File: config.mk
export PLATFORM = sky130hd
export DESIGN_NAME = extremum_finder
export DESIGN_NICKNAME = d
export VERILOG_FILES = /design/src/rtl/extremum_finder.sv
export SDC_FILE = /design/constraint.sdc
export NUM_CORES = 1
export LEC_CHECK = 0
export BUFFER_PORTS_ARGS = -buffer_cell sky130_fd_sc_hd__buf_2
export CAP_MARGIN = 20
export CORE_UTILIZATION = 57
export DETAILED_ROUTE_END_ITERATION = 10
export GPL_ROUTABILITY_DRIVEN = 0
export PLACE_DENSITY_LB_ADDON = 0.15
export SETUP_SLACK_MARGIN = 0.05
export SLEW_MARGIN = 15
export SYNTH_ARGS = -nofsm -noshare
export SYNTH_HDL_FRONTEND = slang
export SYNTH_SLANG_ARGS = --single-unit
export TNS_END_PERCENT = 1
File: constraint.sdc
create_clock -name clk -period 2.5 [get_ports clk]
set_input_delay 0 -clock clk [delete_from_list [all_inputs] [get_ports clk]]
set_output_delay 0 -clock clk [all_outputs]
set_load 0.01 [all_outputs]
File: src/rtl/extremum_finder.sv
// Scans the first `count` words of a synchronous-read memory and reports the
// largest (mode=0) or smallest (mode=1) value plus the lowest index holding it.
// The memory returns M[addr] one cycle after addr is presented, so a priming
// cycle precedes the one-word-per-cycle scan.
module extremum_finder #(
    parameter int DATA_W = 8,
    parameter int ADDR_W = 4,
    parameter int SIGNED = 0
) (
    input  logic              clk,
    input  logic              reset,
    input  logic              start,
    input  logic              mode,
    input  logic [ADDR_W:0]   count,
    output logic [ADDR_W-1:0] mem_addr,
    input  logic [DATA_W-1:0] mem_data,
    output logic              busy,
    output logic              done,
    output logic [DATA_W-1:0] result,
    output logic [ADDR_W-1:0] result_idx,
    output logic              empty
);

    localparam logic [ADDR_W:0]   DEPTH    = {1'b1, {ADDR_W{1'b0}}};
    localparam logic [ADDR_W:0]   K_ONE    = (ADDR_W + 1)'(1);
    localparam logic [ADDR_W-1:0] ADDR_ONE = ADDR_W'(1);
    localparam logic [ADDR_W-1:0] ADDR_MAX = '1;

    typedef enum logic [1:0] {
        IDLE,
        PRIME,
        SCAN,
        DONE
    } state_t;

    state_t              state;
    logic                mode_q;
    logic [ADDR_W:0]     count_q;
    logic [ADDR_W:0]     k;
    logic [DATA_W-1:0]   acc;
    logic [ADDR_W-1:0]   acc_idx;

    logic [ADDR_W:0]     count_clamped;
    logic                greater;
    logic                less;
    logic                take;
    logic                last;
    logic [DATA_W-1:0]   next_acc;
    logic [ADDR_W-1:0]   next_idx;
    logic [ADDR_W-1:0]   next_addr;

    // Clamp oversized requests to the memory depth so the scan never wraps.
    always_comb begin
        count_clamped = (count > DEPTH) ? DEPTH : count;
    end

    // Decide whether the word arriving this cycle replaces the running extreme.
    always_comb begin
        greater = 1'b0;
        less    = 1'b0;
        if (SIGNED != 0) begin
            greater = $signed(mem_data) > $signed(acc);
            less    = $signed(mem_data) < $signed(acc);
        end else begin
            greater = mem_data > acc;
            less    = mem_data < acc;
        end
        take      = (k == '0) || (mode_q ? less : greater);
        next_acc  = take ? mem_data : acc;
        next_idx  = take ? k[ADDR_W-1:0] : acc_idx;
        last      = (k == (count_q - K_ONE));
        next_addr = (mem_addr == ADDR_MAX) ? mem_addr : (mem_addr + ADDR_ONE);
    end

    // Control FSM with registered handshake, address and result outputs.
    always_ff @(posedge clk or posedge reset) begin
        if (reset) begin
            state      <= IDLE;
            mem_addr   <= '0;
            busy       <= 1'b0;
            done       <= 1'b0;
            result     <= '0;
            result_idx <= '0;
            empty      <= 1'b0;
            mode_q     <= 1'b0;
            count_q    <= '0;
            k          <= '0;
            acc        <= '0;
            acc_idx    <= '0;
        end else begin
            case (state)
                IDLE: begin
                    mem_addr <= '0;
                    done     <= 1'b0;
                    if (start) begin
                        mode_q  <= mode;
                        count_q <= count_clamped;
                        k       <= '0;
                        busy    <= 1'b1;
                        state   <= PRIME;
                    end
                end
                PRIME: begin
                    if (count_q == '0) begin
                        done       <= 1'b1;
                        busy       <= 1'b0;
                        empty      <= 1'b1;
                        result     <= '0;
                        result_idx <= '0;
                        mem_addr   <= '0;
                        state      <= DONE;
                    end else begin
                        mem_addr <= ADDR_ONE;
                        state    <= SCAN;
                    end
                end
                SCAN: begin
                    acc      <= next_acc;
                    acc_idx  <= next_idx;
                    k        <= k + K_ONE;
                    mem_addr <= next_addr;
                    if (last) begin
                        done       <= 1'b1;
                        busy       <= 1'b0;
                        empty      <= 1'b0;
                        result     <= next_acc;
                        result_idx <= next_idx;
                        state      <= DONE;
                    end
                end
                DONE: begin
                    done     <= 1'b0;
                    mem_addr <= '0;
                    state    <= IDLE;
                end
                default: begin
                    state <= IDLE;
                end
            endcase
        end
    end

endmodule

==> summary.log, run 1 <==
[outcome] status completed
[logic_synthesis] count of warnings emitted by yosys 0
[floorplan] initial cell density of the core 0.599
[critical_path] maximum fanout count along the critical path 8
[detailed_routing] number of iterations in the first detailed-routing pass 4
[clocking] number of buffers inserted to repair setup after CTS 0
[global_route] pin count of the biggest net entering global routing 30
[finish] leading cell type in the layout, fill and taps excluded sky130_fd_sc_hd__dfrtp_1
[critical_path] endpoint arrival time on the critical path 2.52 ns
[clocking] post-CTS clock slew at the launch and capture registers of the worst setup and hold paths 0.07 ns
[timing] final critical delay including setup and external delays 2.35 ns
[timing] Tightest Pin Transition 0.618 ns
[detailed_routing] number of nets with antenna violations after detailed routing 0
[floorplan] area of the die 0.00488 mm²
[global_route] grt total ovfl 0
[finish] area of all placed cells without fillers 0.00314 mm²
[finish] share of layout cells above drive strength 1 0.255
[timing] number of max-slew violations in the final report 0
[clocking] latest clock arrival within the worst-skew pair 0.28 ns
[floorplan] core area 0.00438 mm²
[finish] commonest cells after routing, fill and taps aside sky130_fd_sc_hd__dfrtp_1, sky130_fd_sc_hd__buf_2, sky130_fd_sc_hd__nand3_1, sky130_fd_sc_hd__nor2_1, sky130_fd_sc_hd__inv_1
[logic_synthesis] top_reg_cell synth sky130_fd_sc_hd__dfrtp_1
[global_route] vias in the first global route 2068
[logic_synthesis] count of flip-flops with a built-in enable after synthesis 0
[detailed_routing] Wirelength per Cell 14.8 µm
[timing] Slew headroom 0.586
[timing] total negative slack 0 ns
[logic_synthesis] post-synth net total 302
[detailed_routing] routed length on met2 2610 µm
[detailed_routing] DRC 0
[logic_synthesis] post-synthesis cell area 0.00263 mm²
[global_route] first-pass GRT wire length 9400 µm
[clocking] number of buffers added by the clock tree synthesis step 5
[flow_run] # Max-Cap Violations 0
[floorplan] number of primary I/O pins 36
[logic_synthesis] Async S/R FF share, synth 1.00
[place] area post-placement 0.00290 mm²
[critical_path] critical path launch point type input port
[timing] Finish-stage setup viols 0
[logic_synthesis] sequential cell area fraction in the yosys report 0.419
[clocking] clock tree from TritonCTS done
[detailed_routing] top sig layer met4
[finish] number of fillers in the final layout 342
[logic_synthesis] number of instances in the synthesized netlist 269
[finish] Nets 357
[clocking] number of clock sinks 44
[place] Buffers on Ports 35
[global_route] GR Util All Layers 0.241
[clocking] cell at the root of the clock tree sky130_fd_sc_hd__clkbuf_8
[clocking] total number of H-tree levels 2
[finish] number of inserted diodes 0
[floorplan] number of core rows 24
[floorplan] x dimension of the die 69.9 µm
[place] HPWL after DPL 3950 µm
[timing] highest clock frequency the design can meet 425 MHz
[finish] Area growth, synth to finish 19.7%
[detailed_routing] Total Wirelength 5520 µm
[critical_path] kind of critical path in -> reg
[detailed_routing] Iteration-0 DRC Markers 174
[timing] worst setup skew after layout 0.00476 ns
[detailed_routing] M1 WL 2600 µm
[detailed_routing] routed vias/inst 5.85
[detailed_routing] met3 WL post-DR 276 µm
[clocking] maximum number of buffers from clock root to sink 2
[logic_synthesis] distinct cell type count after synthesis 44
[power] power per standard cell area 1080 mW/mm²
[logic_synthesis] per-instance average area after synthesis 9.76 µm²
[power] leakage 1.45 nW
[global_route] number of antenna violations at the first check in global routing 0
[floorplan] die extent in y 69.9 µm
[timing] RSZ-0062 raised after global routing no
[detailed_routing] via count of the routed design 2187
[worst_hold_path] worst min path class in -> async
[timing] total count of hold-check failures in the final report 0
[power] worst-case vdd ir drop 0.811 mV
[critical_path] Critical Path End Type flop
[logic_synthesis] number of synthesized register bits 44
[timing] Tcrit/Tclk final 0.940
[critical_path] Worst Path Required 2.67 ns
==> registers in the layout (all words and copies together), names as in the netlist <==
name,flops
result_idx,4
busy,1
acc,8
acc_idx,4
state,2
mem_addr,4
count_q,5
k,5
mode_q,1
result,8
done,1
empty,1
==> report_power, final <==
group / internal [mW] / switching (mW)
clock: 0.180 / 0.210
sequential: 0.932 / 0.183
combinational: 0.811 / 1.06
total: 1.92 / 1.46
==> kinds of logic after synthesis <==
group / Yosys count / share of synthesized area
buf+inv: 36 / 0.0691
flops: 44 / 0.419
fa+ha+maj: 16 / 0.0762
xor+xnor: 8 / 0.0267
compound gates: 51 / 0.150
simple gates: 99 / 0.195
mux: 15 / 0.0638
==> worst max-delay path: stages <==
cell and delay, ns:
sky130_fd_sc_hd__dlygate4sd3_1 0.54, sky130_fd_sc_hd__buf_2 0.15, sky130_fd_sc_hd__ha_1 0.30, sky130_fd_sc_hd__nor2b_1 0.13, sky130_fd_sc_hd__o211ai_1 0.16, sky130_fd_sc_hd__a21oi_1 0.14
sky130_fd_sc_hd__o31a_1 0.36, sky130_fd_sc_hd__o21ai_2 0.18, sky130_fd_sc_hd__buf_4 0.20, sky130_fd_sc_hd__mux2_2 0.35
==> cell usage after synthesis (2+ instances only) <==
master | count | area share
sky130_fd_sc_hd__a211oi_1 | 3 | 0.0086
sky130_fd_sc_hd__a21oi_1 | 6 | 0.011
sky130_fd_sc_hd__a221o_1 | 7 | 0.027
sky130_fd_sc_hd__a221o_2 | 5 | 0.021
sky130_fd_sc_hd__buf_2 | 4 | 0.0076
sky130_fd_sc_hd__buf_4 | 3 | 0.0086
sky130_fd_sc_hd__buf_6 | 4 | 0.017
sky130_fd_sc_hd__clkbuf_1 | 6 | 0.0086
sky130_fd_sc_hd__dfrtp_1 | 44 | 0.42
sky130_fd_sc_hd__ha_1 | 16 | 0.076
sky130_fd_sc_hd__inv_1 | 19 | 0.027
sky130_fd_sc_hd__mux2_2 | 14 | 0.060
sky130_fd_sc_hd__nand2_1 | 10 | 0.014
sky130_fd_sc_hd__nand2b_1 | 7 | 0.017
sky130_fd_sc_hd__nand3_1 | 30 | 0.057
sky130_fd_sc_hd__nand4_1 | 5 | 0.012
sky130_fd_sc_hd__nor2_1 | 22 | 0.031
sky130_fd_sc_hd__nor2b_1 | 2 | 0.0048
sky130_fd_sc_hd__nor3b_1 | 3 | 0.0086
sky130_fd_sc_hd__nor4_1 | 12 | 0.029
sky130_fd_sc_hd__o211ai_1 | 2 | 0.0057
sky130_fd_sc_hd__o21a_1 | 3 | 0.0086
sky130_fd_sc_hd__o21ai_0 | 13 | 0.025
sky130_fd_sc_hd__o21ai_2 | 2 | 0.0067
sky130_fd_sc_hd__o31a_1 | 2 | 0.0067
sky130_fd_sc_hd__xnor2_1 | 2 | 0.0067
sky130_fd_sc_hd__xor2_1 | 6 | 0.020
==> cell type report <==
| type | count | area (µm²) | area share |
|---|---|---|---|
| Clock buffer | 5 | 68.8 | 0.0219 |
| Inverter | 19 | 71.3 | 0.0227 |
| Multi-Input combinational cell | 189 | 1370 | 0.435 |
| Sequential cell | 44 | 1100 | 0.350 |
| Tap cell | 52 | 65.1 | 0.0207 |
| Timing Repair Buffer | 65 | 470 | 0.150 |
==> layer usage <==
metal / vias to the layer above / global-route usage
met5: - / 0
met1: 1044 / 0.340
met2: 56 / 0.389
li1: 1081 / -
met4: 0 / 0.0511
met3: 6 / 0.0433
==> final timing paths <==
| check | from | end | slack (ns) | cells past startpoint |
|---|---|---|---|---|
| worst max register to register | acc[1] | acc[0] | 0.16 | 9 |
| worst min-delay path | reset | count_q[1] | 0.25 | 3 |
| worst min register to register | result_idx[1] | result_idx[1] | 0.51 | 1 |
| max in group asynchronous | reset | done | 1.56 | 5 |
| worst max-delay path | mem_data[1] | acc[0] | 0.15 | 10 |
| min in group clk | start | count_q[1] | 0.26 | 4 |
==> per-stage QoR <==
stage	hold slack (ns)	utilization	total power, mW	setup WS [ns]	std cells
floorplan	0.148	-	2.48	0.264	269
CTS	0.253	0.712	3.33	0.0793	374
global route	0.295	0.717	3.65	0.0575	374
finish	0.254	0.717	3.38	0.149	374
detailed placement	0.0302	0.662	2.91	0.0892	354
global placement	0.186	0.656	2.86	0.166	353
==> what timing repair did <==
action	CTS	global route
resized for setup	0	3
setup endpoints to repair	0	21
hold buffers	15	0
endpoints found under the hold margin	28	0
Note: power is estimated with default switching activity, not from simulation.
==> run 2: changes to the inputs <==
--- a/config.mk
+++ b/config.mk
@@ -10,7 +10,7 @@
 export CORE_UTILIZATION = 57
 export DETAILED_ROUTE_END_ITERATION = 10
 export GPL_ROUTABILITY_DRIVEN = 0
-export PLACE_DENSITY_LB_ADDON = 0.15
+export PLACE_DENSITY_LB_ADDON = 0.12
 export SETUP_SLACK_MARGIN = 0.05
 export SLEW_MARGIN = 15
 export SYNTH_ARGS = -nofsm -noshare
==> run 2 against run 1 <==
Clock skew down 0.0012 ns. Sequential power about the same. Cell count up 1.3%. Design area up 1.9%. Worst setup slack worse by 0.0088 ns. Flip-flop and latch count unchanged. Critical path type is now reg -> reg. Largest power group unchanged.
==> summary.log, run 2 (synthesis gave the netlist of run 1 again) <==
[power] worst-case vdd ir drop 0.701 mV [was 0.811 mV]
[floorplan] die extent in y 69.9 µm [unchanged]
[place] Cell Count Post-Placement 353 [was 354]
[global_route] GR Util All Layers 0.256 [was 0.241]
[finish] leading cell type in the layout, fill and taps excluded sky130_fd_sc_hd__dfrtp_1 [unchanged]
[timing] total negative slack 0 ns [unchanged]
[critical_path] critical path launch point type flop [was input port]
[critical_path] Worst setup startpoint acc[1] [was mem_data[1]]
[finish] Nets 359 [was 357]
[timing] final critical delay including setup and external delays 2.36 ns [was 2.35 ns]
[finish] Layout Utilization 0.731 [was 0.717]
[clocking] latest clock arrival within the worst-skew pair 0.30 ns [was 0.28 ns]
[timing] RSZ-0062 raised after global routing yes [was no]
[timing] number of max-slew violations in the final report 0 [unchanged]
[timing] highest clock frequency the design can meet 424 MHz [was 425 MHz]
[floorplan] area of the die 0.00488 mm² [unchanged]
[worst_hold_path] worst min path class in -> async [unchanged]
[power] total internal power 2.01 mW [was 1.92 mW]
[timing] Finish-stage setup viols 0 [unchanged]
[critical_path] Stages on worst setup path 9 [was 10]
[clocking] cell at the root of the clock tree sky130_fd_sc_hd__clkbuf_8 [unchanged]
[critical_path] cell type group with the largest total delay on the critical path compound AO/OA/AOI/OAI gates [was buffers and inverters]
[critical_path] maximum fanout count along the critical path 8 [unchanged]
[detailed_routing] Iteration-0 DRC Markers 108 [was 174]
[power] leakage 1.47 nW [was 1.45 nW]
[finish] fin cells 379 [was 374]
[detailed_routing] via count of the routed design 2222 [was 2187]
[detailed_routing] routed vias/inst 5.86 [was 5.85]
[global_route] first-pass GRT wire length 9850 µm [was 9400 µm]
[critical_path] endpoint arrival time on the critical path 2.55 ns [was 2.52 ns]
[power] switching power summed over all nets 1.52 mW [was 1.46 mW]
[timing] Slew headroom 0.640 [was 0.586]
[finish] number of inserted diodes 0 [unchanged]
[detailed_routing] DRC 0 [unchanged]
[finish] commonest cells after routing, fill and taps aside sky130_fd_sc_hd__dfrtp_1, sky130_fd_sc_hd__buf_2, sky130_fd_sc_hd__nand3_1, sky130_fd_sc_hd__nor2_1, sky130_fd_sc_hd__inv_1 [unchanged]
[critical_path] launch point of the worst reg-to-reg path acc[1] [unchanged]
[outcome] status completed [unchanged]
[timing] Tightest Pin Transition 0.538 ns [was 0.618 ns]
[global_route] vias in the first global route 2151 [was 2068]
[power] Switching Fraction 0.431 [about the same]
[critical_path] R2R Setup Slk 0.14 ns [was 0.16 ns]
[floorplan] x dimension of the die 69.9 µm [unchanged]
[critical_path] Worst Path Required 2.69 ns [was 2.67 ns]
[power] Clock power frac 0.130 [was 0.115]
[critical_path] capture point of the worst path acc_idx[2] [was acc[0]]
[place] Buffers on Ports 35 [unchanged]
[critical_path] Critical Path End Type flop [unchanged]
[critical_path] longest individual stage delay on the worst path 0.41 ns [was 0.54 ns]
[critical_path] R2R Path End acc_idx[2] [was acc[0]]
[finish] share of layout cells above drive strength 1 0.275 [was 0.255]
[timing] Tcrit/Tclk final 0.944 [was 0.940]
[clocking] post-CTS clock slew at the launch and capture registers of the worst setup and hold paths 0.08 ns [was 0.07 ns]
[floorplan] initial cell density of the core 0.599 [unchanged]
[critical_path] slowest cell on the critical path sky130_fd_sc_hd__dfrtp_1 [was sky130_fd_sc_hd__dlygate4sd3_1]
[detailed_routing] Total Wirelength 5910 µm [was 5520 µm]
[global_route] grt total ovfl 0 [unchanged]
[place] Post-Place Worst Slack 0.0572 ns [was 0.0892 ns]
[clocking] maximum number of buffers from clock root to sink 2 [unchanged]
[global_route] number of antenna violations at the first check in global routing 0 [unchanged]
[clocking] number of clock sinks 44 [unchanged]
[floorplan] core area 0.00438 mm² [unchanged]
[timing] post-route worst hold slack 0.201 ns [was 0.254 ns]
[finish] Area growth, synth to finish 22.0% [was 19.7%]
[global_route] pin count of the biggest net entering global routing 28 [was 30]
[critical_path] critical path, cell by cell inv_2 > ha_4 > nor2b_1 > o211ai_1 > a21oi_2 > o31a_1 > o21ai_2 > buf_6 > mux2_2 [was dlygate4sd3_1 > buf_2 > ha_1 > nor2b_1 > o211ai_1 > a21oi_1 > o31a_1 > o21ai_2 > buf_4 > mux2_2]
[timing] total count of hold-check failures in the final report 0 [unchanged]
[detailed_routing] number of nets with antenna violations after detailed routing 0 [unchanged]
[power] power per standard cell area 1100 mW/mm² [was 1080 mW/mm²]
[power] combinational cell fraction of total power 0.552 [was 0.555]
[place] HPWL after DPL 3940 µm [was 3950 µm]
[floorplan] number of core rows 24 [unchanged]
[critical_path] kind of critical path reg -> reg [was in -> reg]
[floorplan] number of primary I/O pins 36 [unchanged]
[timing] worst setup skew after layout 0.00356 ns [was 0.00476 ns]
[power] Reg power frac 0.318 [was 0.330]
[critical_path] crit path buf inv count 2 [was 3]
[critical_path] number of cell instances on the worst register-to-register path 9 [unchanged]
[finish] registers with the highest flip-flop counts acc (8), result (8) [unchanged]
[clocking] total number of H-tree levels 2 [unchanged]
[flow_run] # Max-Cap Violations 0 [unchanged]
[clocking] clock tree from TritonCTS done [unchanged]
[clocking] number of buffers added by the clock tree synthesis step 5 [unchanged]
[timing] final critical-path setup slack 0.140 ns [was 0.149 ns]
[detailed_routing] Wirelength per Cell 15.6 µm [was 14.8 µm]
[detailed_routing] number of iterations in the first detailed-routing pass 4 [unchanged]
==> run 2: cell types whose count changed in the layout (fill, tap and decap cells not counted), sizes merged <==
cell / before / now
buf: 50 / 52
clkbuf: 5 / 8
==> run 2: tightest hold or removal path: cells and delay by family <==
| family | cells | cell delay, ns |
|---|---|---|
| buf+inv | 3 | 0.92 |
==> run 2: repair_timing <==
| item | in CTS | in global routing |
|---|---|---|
| setup buffers | 0 | 2 |
| gates resized for setup | 1 | 9 |
| endpoints found under the hold margin | 39 | 0 |
| endpoints found under the setup margin | 7 | 25 |
| pin swaps | 0 | 4 |
| hold buffers | 15 | 0 |
==> run 2: final cells by class <==
cell class	instances	area, µm²
fillers	340	1180
multi-input cells	189	1400
inverters	19	71.3
well taps	52	65.1
flip-flops and latches	44	1100
repair buffers	67	480
clock buffers	8	90.1
==> run 2: worst min path at each step <==
stage | startpoint | depth (start not counted) | endpoint | slack [ns]
final | reset | 3 | count_q[1] | 0.20
after global routing | reset | 3 | count_q[4] | 0.23
after CTS | start | 4 | k[0] | 0.23
after detailed placement | reset | 2 | result_idx[2] | 0.13
after global placement | reset | 2 | count_q[1] | 0.13
after floorplan | count[0] | 2 | count_q[0] | 0.15
==> run 2: power by group through the flow <==
stage / Combinational, mW / Sequential, mW / Clock (mW)
floorplan: 1.37 / 1.10 / 0
global placement: 1.73 / 1.12 / 0
detailed placement: 1.77 / 1.13 / 0
CTS: 1.83 / 1.12 / 0.470
global route: 2.16 / 1.15 / 0.495
finish: 1.95 / 1.12 / 0.460
==> run 2: per-layer routing <==
layer	up-vias	GRT usage	share of wire
li1	1089	-	-
met4	0	0.102	0.023
met3	12	0.0433	0.043
met1	1062	0.333	0.45
met5	-	0	0
met2	59	0.425	0.48
==> run 2: stage by stage <==
stage               area [µm²]  total power [mW]
floorplan                 2630              2.48
global placement          2870              2.85
detailed placement        2870              2.90
CTS                       3130              3.42
global route              3200              3.81
finish                    3200              3.54
==> run 3: changes to the inputs <==
--- a/config.mk
+++ b/config.mk
@@ -11,6 +11,7 @@
 export DETAILED_ROUTE_END_ITERATION = 10
 export GPL_ROUTABILITY_DRIVEN = 0
 export PLACE_DENSITY_LB_ADDON = 0.12
+export REMOVE_ABC_BUFFERS = 1
 export SETUP_SLACK_MARGIN = 0.05
 export SLEW_MARGIN = 15
 export SYNTH_ARGS = -nofsm -noshare
==> run 3 against run 2 <==
Via count decreased by 1.1%. Largest cell class unchanged. Wire length fell by 2.3%. Critical path depth shrank 1. Worst setup slack better by 0.011 ns. Sequential power about the same. Highest routed layer unchanged. Count of clock-buffer cells in the layout is 2 lower. Cell count down 0.26%. Utilization shrank 0.91 points. Flip-flop and latch count unchanged. Non-clock buffer count fell by 1. Clock skew up 0.0062 ns. Combinational power decreased by 4%.
==> summary.log, run 3 (synthesis gave the netlist of run 1 again) <==
[critical_path] maximum fanout count along the critical path 12 [was 8]
[timing] highest clock frequency the design can meet 426 MHz [was 424 MHz]
[timing] Finish-stage setup viols 0 [unchanged]
[finish] Area growth, synth to finish 20.4% [was 22.0%]
[worst_hold_path] worst min path class in -> reg [was in -> async]
[global_route] GR Util All Layers 0.257 [was 0.256]
[detailed_routing] DRC 0 [unchanged]
[critical_path] R2R Path End result_idx[1] [was acc_idx[2]]
[detailed_routing] number of iterations in the first detailed-routing pass 5 [was 4]
[clocking] clock tree from TritonCTS done [unchanged]
[finish] share of layout cells above drive strength 1 0.261 [was 0.275]
[global_route] grt total ovfl 0 [unchanged]
[place] Buffers on Ports 35 [unchanged]
[clocking] maximum number of buffers from clock root to sink 2 [unchanged]
[timing] final critical delay including setup and external delays 2.35 ns [was 2.36 ns]
[outcome] status completed [unchanged]
[power] Reg power frac 0.325 [was 0.318]
[global_route] vias in the first global route 2135 [was 2151]
[detailed_routing] Wirelength per Cell 15.3 µm [was 15.6 µm]
[power] power per standard cell area 1090 mW/mm² [was 1100 mW/mm²]
[critical_path] kind of critical path reg -> reg [unchanged]
[finish] fin cells 378 [was 379]
[finish] registers with the highest flip-flop counts acc (8), result (8) [unchanged]
[timing] worst setup skew after layout 0.00971 ns [was 0.00356 ns]
[floorplan] number of primary I/O pins 36 [unchanged]
[critical_path] Worst Path Required 2.69 ns [about the same]
[place] HPWL after DPL 4040 µm [was 3940 µm]
[floorplan] core area 0.00438 mm² [unchanged]
[global_route] Top Usage Layer GRT met2 [unchanged]
[power] worst-case vdd ir drop 0.653 mV [was 0.701 mV]
[detailed_routing] routed vias/inst 5.81 [was 5.86]
[global_route] pin count of the biggest net entering global routing 30 [was 28]
[global_route] first-pass GRT wire length 9860 µm [was 9850 µm]
[worst_hold_path] Worst Hold Endpoint k[1]
[power] switching power summed over all nets 1.51 mW [was 1.52 mW]
[floorplan] die extent in y 69.9 µm [unchanged]
[timing] RSZ-0062 raised after global routing yes [unchanged]
[finish] commonest cells after routing, fill and taps aside sky130_fd_sc_hd__dfrtp_1, sky130_fd_sc_hd__buf_2, sky130_fd_sc_hd__nand3_1, sky130_fd_sc_hd__nor2_1 [was sky130_fd_sc_hd__dfrtp_1, sky130_fd_sc_hd__buf_2, sky130_fd_sc_hd__nand3_1, sky130_fd_sc_hd__nor2_1, sky130_fd_sc_hd__inv_1]
[finish] Nets 358 [was 359]
[critical_path] Critical Path End Type flop [unchanged]
[clocking] number of clock sinks 44 [unchanged]
[clocking] number of buffers added by the clock tree synthesis step 5 [unchanged]
[global_route] number of antenna violations at the first check in global routing 0 [unchanged]
[clocking] latest clock arrival within the worst-skew pair 0.30 ns [about the same]
[detailed_routing] via count of the routed design 2197 [was 2222]
[timing] Tcrit/Tclk final 0.940 [was 0.944]
[timing] number of max-slew violations in the final report 0 [unchanged]
[floorplan] number of core rows 24 [unchanged]
[timing] total count of hold-check failures in the final report 0 [unchanged]
[critical_path] endpoint arrival time on the critical path 2.53 ns [was 2.55 ns]
[finish] number of inserted diodes 0 [unchanged]
[critical_path] longest individual stage delay on the worst path 0.43 ns [was 0.41 ns]
[critical_path] slowest cell on the critical path sky130_fd_sc_hd__a221o_2 [was sky130_fd_sc_hd__dfrtp_1]
[clocking] total number of H-tree levels 2 [unchanged]
[flow_run] # Max-Cap Violations 0 [unchanged]
[global_route] grt met3 use 0.0592 [was 0.0433]
[detailed_routing] Iteration-0 DRC Markers 147 [was 108]
[floorplan] initial cell density of the core 0.599 [unchanged]
[critical_path] critical path, cell by cell inv_1 > ha_1 > and2_4 > o21a_1 > o31a_1 > o21ai_2 > o211ai_4 > a221o_2 [was inv_2 > ha_4 > nor2b_1 > o211ai_1 > a21oi_2 > o31a_1 > o21ai_2 > buf_6 > mux2_2]
[clocking] cell at the root of the clock tree sky130_fd_sc_hd__clkbuf_8 [unchanged]
[critical_path] launch point of the worst reg-to-reg path count_q[0] [was acc[1]]
[power] total internal power 1.95 mW [was 2.01 mW]
[timing] post-route worst hold slack 0.241 ns [was 0.201 ns]
[detailed_routing] number of nets with antenna violations after detailed routing 0 [unchanged]
[critical_path] R2R Setup Slk 0.15 ns [was 0.14 ns]
[timing] total negative slack 0 ns [unchanged]
[power] combinational cell fraction of total power 0.540 [was 0.552]
[critical_path] number of cell instances on the worst register-to-register path 8 [was 9]
[global_route] met1 track demand over resource in global routing 0.321 [was 0.333]
[timing] Slew headroom 0.589 [was 0.640]
[critical_path] critical path launch point type flop [unchanged]
[worst_hold_path] depth of the worst hold-timing path 4
[floorplan] area of the die 0.00488 mm² [unchanged]
[power] leakage 1.46 nW [was 1.47 nW]
[power] Switching Fraction 0.436 [was 0.431]
[clocking] post-CTS clock slew at the launch and capture registers of the worst setup and hold paths 0.08 ns [about the same]
[timing] Tightest Pin Transition 0.616 ns [was 0.538 ns]
[global_route] met2 Usage GRT 0.436 [was 0.425]
[floorplan] x dimension of the die 69.9 µm [unchanged]
[finish] leading cell type in the layout, fill and taps excluded sky130_fd_sc_hd__dfrtp_1 [unchanged]
[place] Cell Count Post-Placement 352 [was 353]
[worst_hold_path] launch point of the worst hold path start
[detailed_routing] Total Wirelength 5770 µm [was 5910 µm]
[power] Clock power frac 0.134 [was 0.130]
-- run 3: cell count changes in the layout (fill, tap and decap cells not counted), moves of 2 or more --
| cell | before | now |
|---|---|---|
| sky130_fd_sc_hd__dlygate4sd3_1 | 15 | 18 |
| sky130_fd_sc_hd__buf_6 | 2 | 0 |
| sky130_fd_sc_hd__clkbuf_1 | 2 | 0 |
| sky130_fd_sc_hd__clkinv_2 | 0 | 2 |
-- run 3: worst max-delay path by stage --
stage,from,end,slack [ns],cells after the start
2_1_floorplan,count_q[0],result[0],-0.16,6
3_3_place_gp,count_q[0],result_idx[0],0.16,8
3_5_place_dp,count_q[0],result[0],0.1,8
4_1_cts,count_q[0],result_idx[1],0.08,8
5_1_grt,count_q[0],result[0],0.03,8
6_report,count_q[0],result_idx[1],0.15,8
-- run 3: what timing repair did --
action	in CTS	in global routing
resized for setup	0	3
buffers inserted	0	0
endpoints found under the setup margin	0	12
hold endpoints to repair	42	0
hold buffers	18	0
-- run 3: critical path, delay by kind of cell, from the launching register on --
family / cells / cell delay, ns
compound gates: 5 / 1.36
buf+inv: 1 / 0.07
flops: 1 / 0.42
simple gates: 1 / 0.17
fa+ha+maj: 1 / 0.23
-- run 3: area by class of cell --
type                    count  area, µm²
fillers                   339       1220
clock buffers               6       82.6
well taps                  52       65.1
clock inverters             2       10.0
inverters                  19       71.3
multi-input cells         189       1370
flip-flops and latches     44       1100
repair buffers             66        465
-- run 3: power groups by stage --
stage / Combinational (mW) / Sequential, mW / Clock [mW]
finish: 1.87 / 1.12 / 0.464
global route: 2.08 / 1.16 / 0.506
CTS: 1.80 / 1.12 / 0.478
detailed placement: 1.77 / 1.14 / 0
global placement: 1.72 / 1.13 / 0
floorplan: 1.22 / 1.11 / 0
-- run 3: layer usage --
metal,vias up,part of all wire
met5,-,0
met4,0,0.020
met3,13,0.032
met2,52,0.51
met1,1047,0.44
li1,1085,-
-- run 3: per-stage QoR --
stage / power (mW) / cell area (µm²) / setup slack [ns] / util
2_1_floorplan: 2.33 / 2520 / -0.165 / -
3_3_place_gp: 2.85 / 2870 / 0.163 / 0.654
3_5_place_dp: 2.91 / 2870 / 0.0957 / 0.654
4_1_cts: 3.40 / 3140 / 0.0765 / 0.716
5_1_grt: 3.74 / 3160 / 0.0309 / 0.721
6_report: 3.45 / 3160 / 0.151 / 0.721
